`src/rtl/uart_baud_gen.sv`:
```
// uart_baud_gen: baud-rate tick generator with one shared divisor and two
// independent channels (TX bit boundaries; RX mid-bit samples and bit ends).
// Optional fractional divisor accumulation: define UART_BAUD_FRAC_EN.
module uart_baud_gen #(
    parameter int DLY         = 0,
    parameter int DIV_W       = 16,
    parameter int FRAC_W      = 4,
    parameter int DEFAULT_DIV = 434
) (
    input  logic              clk,
    input  logic              rst,
    input  logic [DIV_W-1:0]  div_int,
    input  logic [FRAC_W-1:0] div_frac,
    input  logic              cfg_load,
    input  logic              tx_en,
    input  logic              rx_en,
    output logic              tx_tick,
    output logic              rx_sample,
    output logic              rx_bit_end,
    output logic              cfg_err
);
    localparam int               NCH   = 2;
    localparam int               CH_TX = 0;
    localparam int               CH_RX = 1;
    localparam logic [DIV_W:0]   ONE   = (DIV_W+1)'(1);
    localparam logic [DIV_W:0]   MIN_N = (DIV_W+1)'(2);
    localparam logic [DIV_W-1:0] RST_N = DIV_W'(DEFAULT_DIV);

    // DLY sets a simulation delay for behavioural models; these registers
    // assign with zero delay, so the parameter has no effect on the logic.
    if (DLY < 0) begin : g_dly_negative
    end

    logic [DIV_W-1:0]          act_n_q, act_n_d;
    logic                      cfg_err_q, cfg_err_d;
    logic [DIV_W:0]            n_eff;
    logic [DIV_W:0]            half;
    logic [NCH-1:0]            en;
    logic [NCH-1:0][DIV_W:0]   cnt_q, cnt_d;
    logic [NCH-1:0][DIV_W:0]   per;
    logic [NCH-1:0]            bnd_q, bnd_d;
    logic                      smp_q, smp_d;
`ifdef UART_BAUD_FRAC_EN
    logic [FRAC_W-1:0]         act_f_q, act_f_d;
    logic [NCH-1:0][FRAC_W-1:0] acc_q, acc_d;
    logic [NCH-1:0][FRAC_W:0]  sum;
`else
    logic                      unused_div_frac;
    assign unused_div_frac = ^div_frac;
`endif

    assign en = {rx_en, tx_en};

    // Divisor capture only while both channels are idle; otherwise flag the reject.
    always_comb begin
        act_n_d   = act_n_q;
        cfg_err_d = 1'b0;
`ifdef UART_BAUD_FRAC_EN
        act_f_d   = act_f_q;
`endif
        if (cfg_load) begin
            if (!tx_en && !rx_en) begin
                act_n_d = div_int;
`ifdef UART_BAUD_FRAC_EN
                act_f_d = div_frac;
`endif
            end else begin
                cfg_err_d = 1'b1;
            end
        end
    end

    // Effective integer divisor (0 and 1 clamp to 2) and RX mid-bit point.
    always_comb begin
        n_eff = ({1'b0, act_n_q} < MIN_N) ? MIN_N : {1'b0, act_n_q};
        half  = (n_eff - ONE) >> 1;
    end

    // Per-channel bit counter; period stretches by one clock on accumulator carry.
    always_comb begin
        cnt_d = '0;
        bnd_d = '0;
        per   = '0;
`ifdef UART_BAUD_FRAC_EN
        acc_d = '0;
        sum   = '0;
`endif
        for (int c = 0; c < NCH; c++) begin
`ifdef UART_BAUD_FRAC_EN
            sum[c] = {1'b0, acc_q[c]} + {1'b0, act_f_q};
            per[c] = n_eff + {{DIV_W{1'b0}}, sum[c][FRAC_W]};
`else
            per[c] = n_eff;
`endif
            if (en[c]) begin
                if (cnt_q[c] == per[c] - ONE) begin
                    cnt_d[c] = '0;
                    bnd_d[c] = 1'b1;
`ifdef UART_BAUD_FRAC_EN
                    acc_d[c] = sum[c][FRAC_W-1:0];
`endif
                end else begin
                    cnt_d[c] = cnt_q[c] + ONE;
`ifdef UART_BAUD_FRAC_EN
                    acc_d[c] = acc_q[c];
`endif
                end
            end
        end
        smp_d = en[CH_RX] && (cnt_q[CH_RX] == half);
    end

    // Divisor registers and the registered reject pulse.
    always_ff @(posedge clk or posedge rst) begin
        if (rst) begin
            act_n_q   <= RST_N;
            cfg_err_q <= 1'b0;
`ifdef UART_BAUD_FRAC_EN
            act_f_q   <= '0;
`endif
        end else begin
            act_n_q   <= act_n_d;
            cfg_err_q <= cfg_err_d;
`ifdef UART_BAUD_FRAC_EN
            act_f_q   <= act_f_d;
`endif
        end
    end

    // Channel counters, accumulators and registered output pulses.
    always_ff @(posedge clk or posedge rst) begin
        if (rst) begin
            cnt_q <= '0;
            bnd_q <= '0;
            smp_q <= 1'b0;
`ifdef UART_BAUD_FRAC_EN
            acc_q <= '0;
`endif
        end else begin
            cnt_q <= cnt_d;
            bnd_q <= bnd_d;
            smp_q <= smp_d;
`ifdef UART_BAUD_FRAC_EN
            acc_q <= acc_d;
`endif
        end
    end

    assign tx_tick    = bnd_q[CH_TX];
    assign rx_bit_end = bnd_q[CH_RX];
    assign rx_sample  = smp_q;
    assign cfg_err    = cfg_err_q;

endmodule
```
`config.mk`:
```
export PLATFORM = sky130hd
export DESIGN_NAME = uart_baud_gen
export DESIGN_NICKNAME = d
export VERILOG_FILES = /design/src/rtl/uart_baud_gen.sv
export SDC_FILE = /design/constraint.sdc
export NUM_CORES = 1
export LEC_CHECK = 0
export CAP_MARGIN = 20
export CELL_PAD_IN_SITES_DETAIL_PLACEMENT = 0
export CELL_PAD_IN_SITES_GLOBAL_PLACEMENT = 1
export CORE_UTILIZATION = 49
export CTS_CLUSTER_SIZE = 14
export DETAILED_ROUTE_END_ITERATION = 7
export GPL_TIMING_DRIVEN = 0
export MAX_ROUTING_LAYER = met4
export PLACE_DENSITY = 0.87
export SYNTH_ARGS = -nofsm -noshare
export SYNTH_HDL_FRONTEND = slang
export SYNTH_SLANG_ARGS = --single-unit
export TNS_END_PERCENT = 100
```
`constraint.sdc`:
```
create_clock -name clk -period 6.46 [get_ports clk]
set_input_delay 1.938 -clock clk [delete_from_list [all_inputs] [get_ports clk]]
set_output_delay 1.938 -clock clk [all_outputs]
set_load 0.05 [all_outputs]
```
# After elaboration in Yosys (flattened, before gate mapping)
# Index checks and enable logic that the tools add are counted.
# word_totals
elab_cells	29
romBits	0
ram_bits	0
reg_bits	54
in_bits	25
output_inout_bits	4
latch_bits	0
memories	0
# classes
n_mux	11
n_addsub	3
multipliers	0
n_eq_ne	3
n_div	0
n_shift	0
reduce_logical	5
magnitude_cmp	1
bitwise	0
# op_table
op	n
two-way mux 17 bit	4
adder 17 x 1 -> 17 bit (second input constant)	2
equality test 17 bit	2
equality test 17 x 16 -> 1 bit	1
subtractor 16 x 1 -> 17 bit (second input constant)	1
< comparator 16 x 2 -> 1 bit (second input constant)	1
two-way mux 16 bit	1
two-way mux 1 bit	6
logical AND 1 bit	2
logical NOT 1 bit	2
AND reduction 2 bit	1

# Longest topological paths before layout
# Gate-level depths: netlist of the first run.
# logic_depth
depth_word	6
mapped_depth	15
depth_no_buf	11

# Worst setup path after synthesis of the first run
# Ideal clock, no wire load.
# synth_path
path_kind	register -> register
start	register act_n_q[7]
end	register cnt_q[10] (netlist bit)
setup_slack_ps	2581
setup_time_ps	119
t_required_ps	6341
t_arrival_ps	3760
stages_incl_launch_ff	14
n_path_buf	2
synth_period_minus_slack_ps	3879
cell_sequence	dfstp_2 clkbuf_1 nor4_1 nand4_1 nand2_1 ha_1 nor2b_1 and3_1 a211oi_1 o31a_1 a2111o_1 o41ai_4 buf_6 nor2_1
# synth_rtl
element	line_no	rtl
from (decl)	34	logic [DIV_W-1:0] act_n_q, act_n_d;
from (signal assigned)	122	act_n_q <= act_n_d;
to (signal assigned)	140	cnt_q <= cnt_d;
to (decl)	39	logic [NCH-1:0][DIV_W:0] cnt_q, cnt_d;

==> results.txt, run 1 <==
cell count after synthesis -> 444
CP arrival -> 5.44 ns
Seq/Total Area, Yosys -> 34.4%
H-Tree Depth -> 2
I/O pins -> 29
Final ANT Viol Nets -> 0
filler instances -> 743
worst-skew pair later-pin latency -> 0.31 ns
vias in the first global route -> 3264
EDFF count, synth -> 0
Worst Tran Pin Value -> 0.913 ns
row cnt -> 32
first-pass GRT wire length -> 17200 um
syn avg cell area -> 8.89 um2
Total Wirelength -> 10300 um
leakage power -> 0.00169 uW
gp weighted congestion -> 0.895
WHS Path Cells -> 1
CP required -> 6.67 ns
final setup vio count -> 0
max-slew violations -> 0
Port Buf Inserts -> 24
power density over the cells -> 210 nW/um2
most frequent cells in the layout -> nor2_1 (56), dfrtp_1 (49), xnor2_1 (38)
Die W -> 91.7 um
final total power -> 933 uW
Post-Layout Cell Count -> 579
Worst R2R Path Depth -> 13
setup bufs post-CTS -> 0
Crit Path Max Fanout -> 10
Critical Path Sink Type -> flop
Hold Vio Cnt, Final -> 0
Ys Warns -> 0
DRC -> 0
Post-Syn Nets -> 472
CP Class -> reg2reg
Max clock buf depth -> 2
initial antenna violation count -> 0
status -> finished clean
Final TNS setup -> 0 ns
Post-Syn Area -> 3950 um2
Post-synth ARST share -> 100%
gr busiest metal -> met2
placed cell count -> 571
Top FF cell, synth -> dfrtp_1
routing usage on met1 -> 38.4%
largest net degree at the start of global routing -> 30
starting density of the core -> 50.8%
#FFs+latches synth -> 54
share of layout cells above drive strength 1 -> 10.3%
grt met3 use -> 4.06%
met2 usage -> 41.4%
RSZ-0062 raised after global routing -> false
clock transition at the registers of the reported paths -> 0.10 ns
iteration-0 DRC count of the detailed router -> 313
Final #Nets -> 504
Die H -> 91.7 um
clock sink total -> 54
DR WL/cell -> 17.8 um
TritonRoute pass-1 iters -> 5
worst min path class -> reg2reg
DIE AREA -> 8420 um2
Area Overhead vs Synth -> 12.6%
Num CTS Buffers -> 5
root buf cell -> clkbuf_8
Cell variety after synth -> 64
ratio of final minimum period to clock period -> 80.9%
highest clock rate -> 0.191 GHz
Tmin final -> 5.22 ns
GRT Overall Usage -> 27.1%
HPWL Detailed -> 7750 um
Critical Path Start Type -> flop
clock skew -> 0.00541 ns
total gr overflow -> 0
vias per inst -> 5.97
maximum vdd drop -> 83.6 uV
Max Cap Violations -> 0
via count -> 3459
most common cell after layout, fill and taps aside -> nor2_1
Max-slew headroom -> 38.6%
Core Box Area -> 7770 um2
CTS hold repair buffers -> 0
post_cts resized -> 0
antenna cells -> 0
CTS tree -> done
==> cell families (layout without fill, tap and decap cells) <==
family                   after synthesis  after routing  synth area share (%)
AO/OA/AOI/OAI                         72             72                  14.8
XOR/XNOR                              69             69                  15.3
adder cells (fa/ha/maj)                3              3                 0.951
buffers and inverters                 42             75                  4.82
flip-flops                            54             54                  34.4
multiplexers                          15             15                  4.25
AND/OR/NAND/NOR                      189            189                  25.5
==> final cells by class <==
type	count	area, um2	area share [%]
multi-input cells	348	2400	54.0
flip-flops and latches	54	1360	30.6
repair buffers	25	260	5.86
plain buffers	32	153	3.44
well taps	102	128	2.87
clock buffers	5	68.8	1.55
clock inverters	3	40.0	0.901
inverters	10	37.5	0.845
==> per-layer routing <==
metal	vias to the layer above	routed length [um]
met5	-	0
li1	1651	-
met3	11	668
met2	139	4620
met4	0	106
met1	1658	4940
==> final timing paths <==
path / start / to / slack (ns)
min in group asynchronous: rst / act_n_q[3]$_DFFE_PP0P_ / 2.00
hold / removal: cnt_q[0]$_DFF_PP0_ / cnt_q[0]$_DFF_PP0_ / 0.56
max in group asynchronous: rst / act_n_q[7]$_DFFE_PP1P_ / 3.85
hold reg to reg: cnt_q[0]$_DFF_PP0_ / cnt_q[0]$_DFF_PP0_ / 0.56
setup reg to reg: act_n_q[7]$_DFFE_PP1P_ / cnt_q[14]$_DFF_PP0_ / 1.24
setup / recovery: act_n_q[7]$_DFFE_PP1P_ / cnt_q[14]$_DFF_PP0_ / 1.24
==> metrics by stage <==
step | worst slack, ns | instance area [um2] | hold WS [ns] | util [%]
after floorplan | 2.58 | 3950 | 0.480 | -
after global placement | 1.39 | 4310 | 0.526 | 55.5
after detailed placement | 1.42 | 4330 | 0.549 | 55.8
after CTS | 1.41 | 4440 | 0.563 | 57.2
after global routing | 0.942 | 4440 | 0.593 | 57.2
final | 1.24 | 4440 | 0.557 | 57.2
==> critical path, stage by stage, from the launching register on <==
cell and delay (ns):
dfstp_2 0.38, clkbuf_1 0.24, nor4_1 0.76, nand4_1 0.64, nand2_1 0.23, ha_1 0.25
nor2b_1 0.40, nand4_1 0.44, a2bb2oi_1 0.43, nand4_1 0.22, nand4bb_1 0.30, o41ai_4 0.54
buf_6 0.23, nor2_1 0.06
==> synthesized netlist by cell type, types with 4 or more instances <==
cell | instances | area, um2
a211oi_1 | 5 | 37.5
a21oi_1 | 6 | 30.0
a31oi_1 | 4 | 25.0
and3_1 | 12 | 75.1
buf_6 | 4 | 45.0
clkbuf_1 | 23 | 86.3
dfrtp_1 | 49 | 1230
dfstp_2 | 5 | 131
inv_1 | 10 | 37.5
mux2_2 | 14 | 158
nand2_1 | 28 | 105
nand3_1 | 21 | 105
nand4_1 | 14 | 87.6
nor2_1 | 56 | 210
nor3_1 | 8 | 40.0
nor3b_1 | 4 | 30.0
nor4_1 | 10 | 62.6
o21a_1 | 4 | 30.0
o21ai_0 | 14 | 70.1
o31a_1 | 4 | 35.0
o31ai_1 | 6 | 45.0
or3_1 | 9 | 56.3
xnor2_1 | 38 | 333
xor2_1 | 31 | 272
==> sequential cells by signal, indices dropped and copies added, names as in the netlist <==
register   cells
cnt_q         34
act_n_q       16
bnd_q          2
cfg_err        1
rx_sample      1
==> where the power goes <==
group | switching, uW | internal (uW)
sequential | 23.5 | 364
clock | 114 | 114
combinational | 189 | 129
total | 326 | 607
Power figures use the tool's default switching activity.
==> inputs of run 2 (changes only) <==
--- a/config.mk
+++ b/config.mk
@@ -8,12 +8,12 @@
 export CAP_MARGIN = 20
 export CELL_PAD_IN_SITES_DETAIL_PLACEMENT = 0
 export CELL_PAD_IN_SITES_GLOBAL_PLACEMENT = 1
-export CORE_UTILIZATION = 49
+export CORE_UTILIZATION = 46
 export CTS_CLUSTER_SIZE = 14
 export DETAILED_ROUTE_END_ITERATION = 7
 export GPL_TIMING_DRIVEN = 0
 export MAX_ROUTING_LAYER = met4
-export PLACE_DENSITY = 0.87
+export PLACE_DENSITY = 0.82
 export SYNTH_ARGS = -nofsm -noshare
 export SYNTH_HDL_FRONTEND = slang
 export SYNTH_SLANG_ARGS = --single-unit
==> constraint.sdc (replaced) <==
create_clock -name clk -period 5.4 [get_ports clk]
set_input_delay 1.62 -clock clk [delete_from_list [all_inputs] [get_ports clk]]
set_output_delay 1.62 -clock clk [all_outputs]
set_load 0.05 [all_outputs]
==> run 2 against run 1 <==
- clock-buffer cell count increased by 1
- sequential share of layout area barely moved
- critical path depth unchanged
- worst setup slack got worse by 0.71 ns
- flip-flop and latch count unchanged
- register-to-register slack worse by 0.71 ns
- total power up 17%
- combinational power up 21%
- first-iteration DRC count shrank 29%
- highest routed layer unchanged
==> results.txt, run 2 (synthesis gave the netlist of run 1 again) <==
Core Box Area -> 8260 um2
CP required -> 5.61 ns
register area -> 1360 um2
clock sink total -> 54
Total Wirelength -> 10500 um
Hold WS -> 0.601 ns
total gr overflow -> 0
DRC -> 0
Max Cap Violations -> 0
CTS tree -> done
cell mode on critical path -> nand4_1
post-route worst setup slack -> 0.522 ns
vias per inst -> 5.95
setup bufs post-CTS -> 0
first-pass GRT wire length -> 17300 um
reg2reg setup slack -> 0.52 ns
clock skew -> 0.00611 ns
H-Tree Depth -> 2
Max-slew headroom -> 45.7%
reg2reg start -> act_n_q[3]$_DFFE_PP0P_
Port Buf Inserts -> 24
Final ANT Viol Nets -> 0
Critical Path Sink Type -> flop
CP Class -> reg2reg
clock transition at the registers of the reported paths -> 0.10 ns
row cnt -> 33
Worst Tran Pin Value -> 0.807 ns
Final #Nets -> 504
largest net degree at the start of global routing -> 31
Crit Path Max Fanout -> 10
Crit. Startpoint -> act_n_q[3]$_DFFE_PP0P_
CP arrival -> 5.09 ns
DP Worst Slack -> 0.419 ns
vias in the first global route -> 3280
via count -> 3465
leakage power -> 0.00168 uW
Max clock buf depth -> 2
antenna cells -> 0
gp weighted congestion -> 0.918
starting density of the core -> 47.8%
Top Registers -> cnt_q x34, act_n_q x16, bnd_q x2
GRT Overall Usage -> 26.3%
ratio of final minimum period to clock period -> 90.3%
Area Overhead vs Synth -> 12.5%
most common cell after layout, fill and taps aside -> nor2_1
Num CTS Buffers -> 5
most flop-heavy register -> cnt_q
DR WL/cell -> 18.0 um
Die W -> 94.6 um
area of the multi-input gates -> 2400 um2
critical path cell sequence -> clkbuf_1 -> nor3_2 -> nand4_1 -> nand2_1 -> ha_1 -> nor2b_1 -> nand4_1 -> a2bb2oi_1 -> nand4_1 -> nand4bb_1 -> o41ai_4 -> buf_6 -> nor2_1
Largest register FFs -> 34
DIE AREA -> 8950 um2
status -> finished clean
Final TNS setup -> 0 ns
power density over the cells -> 247 nW/um2
iteration-0 DRC count of the detailed router -> 222
highest clock rate -> 0.205 GHz
share of layout cells above drive strength 1 -> 10.5%
Critical Path Max Stage Delay -> 0.51 ns
final setup vio count -> 0
initial antenna violation count -> 0
most frequent cells in the layout -> nor2_1 (56), dfrtp_1 (49), xnor2_1 (38)
HPWL Detailed -> 7930 um
max-slew violations -> 0
worst-skew pair later-pin latency -> 0.32 ns
worst min path class -> reg2reg
Die H -> 94.6 um
HP Start -> cnt_q[12]$_DFF_PP0_
CTS hold repair buffers -> 0
Tmin final -> 4.88 ns
filler instances -> 793
TritonRoute pass-1 iters -> 5
Hold Vio Cnt, Final -> 0
RSZ-0062 raised after global routing -> false
Critical-path top delay cell -> o41ai_4
Critical Path Start Type -> flop
root buf cell -> clkbuf_8
maximum vdd drop -> 101 uV
I/O pins -> 29
## run 2: cell count changes in the layout (fill, tap and decap cells not counted), sizes merged
cell      previous run  this run
clkbuf              28        29
clkinvlp             0         1
bufinv               1         0
clkinv               2         1
## run 2: final timing paths
path	end	cells past startpoint
max in group asynchronous	act_n_q[7]$_DFFE_PP1P_	3
worst max register to register	cnt_q[0]$_DFF_PP0_	13
min in group asynchronous	act_n_q[3]$_DFFE_PP0P_	2
worst min-delay path	cnt_q[12]$_DFF_PP0_	2
worst max-delay path	cnt_q[0]$_DFF_PP0_	13
worst min register to register	cnt_q[12]$_DFF_PP0_	2
## run 2: critical path, delay by kind of cell (launching register included)
kind | cells | cell delay (ns)
compound gates | 2 | 0.92
fa+ha+maj | 1 | 0.25
flops | 1 | 0.43
simple gates | 8 | 2.69
buf+inv | 2 | 0.48
## run 2: timing repair
action                     CTS  global route
resized for setup            0             1
hold endpoints to repair     0             0
setup endpoints to repair    0            10
## run 2: final cells by class
class	count	share of cell area, %
buffer	32	3.44
clock buffer	6	1.86
clock inverter	2	0.282
inverter	10	0.846
multi-input combinational	348	54.2
sequential	54	30.6
tap	105	2.96
timing repair buffer	25	5.86
## run 2: layer usage
metal | up-vias | share of wire, % | global-route usage [%]
li1 | 1655 | - | -
met1 | 1654 | 46 | 35.1
met2 | 134 | 45 | 39.7
met3 | 22 | 6.3 | 4.67
met4 | 0 | 2.9 | 9.60
met5 | - | 0 | -
## run 2: power by group
part / internal (uW) / switching (uW)
Sequential: 435 / 29.5
Combinational: 154 / 230
Clock: 104 / 143
Total: 693 / 402
## run 2: per-stage QoR
step	power (uW)	cells	cell area, um2	utilization (%)
floorplan	745	444	3950	-
global placement	840	573	4320	52.3
detailed placement	849	574	4340	52.5
CTS	1100	582	4430	53.7
global route	1160	582	4440	53.8
finish	1100	582	4440	53.8
==> inputs of run 3 (changes only) <==
==> constraint.sdc (replaced) <==
create_clock -name clk -period 5.4 [get_ports clk]
set_input_delay 0.81 -clock clk [delete_from_list [all_inputs] [get_ports clk]]
set_output_delay 0.81 -clock clk [all_outputs]
set_load 0.05 [all_outputs]
==> results of run 3 <==
Same layout as run 2 (identical final DEF). Status: finished clean.
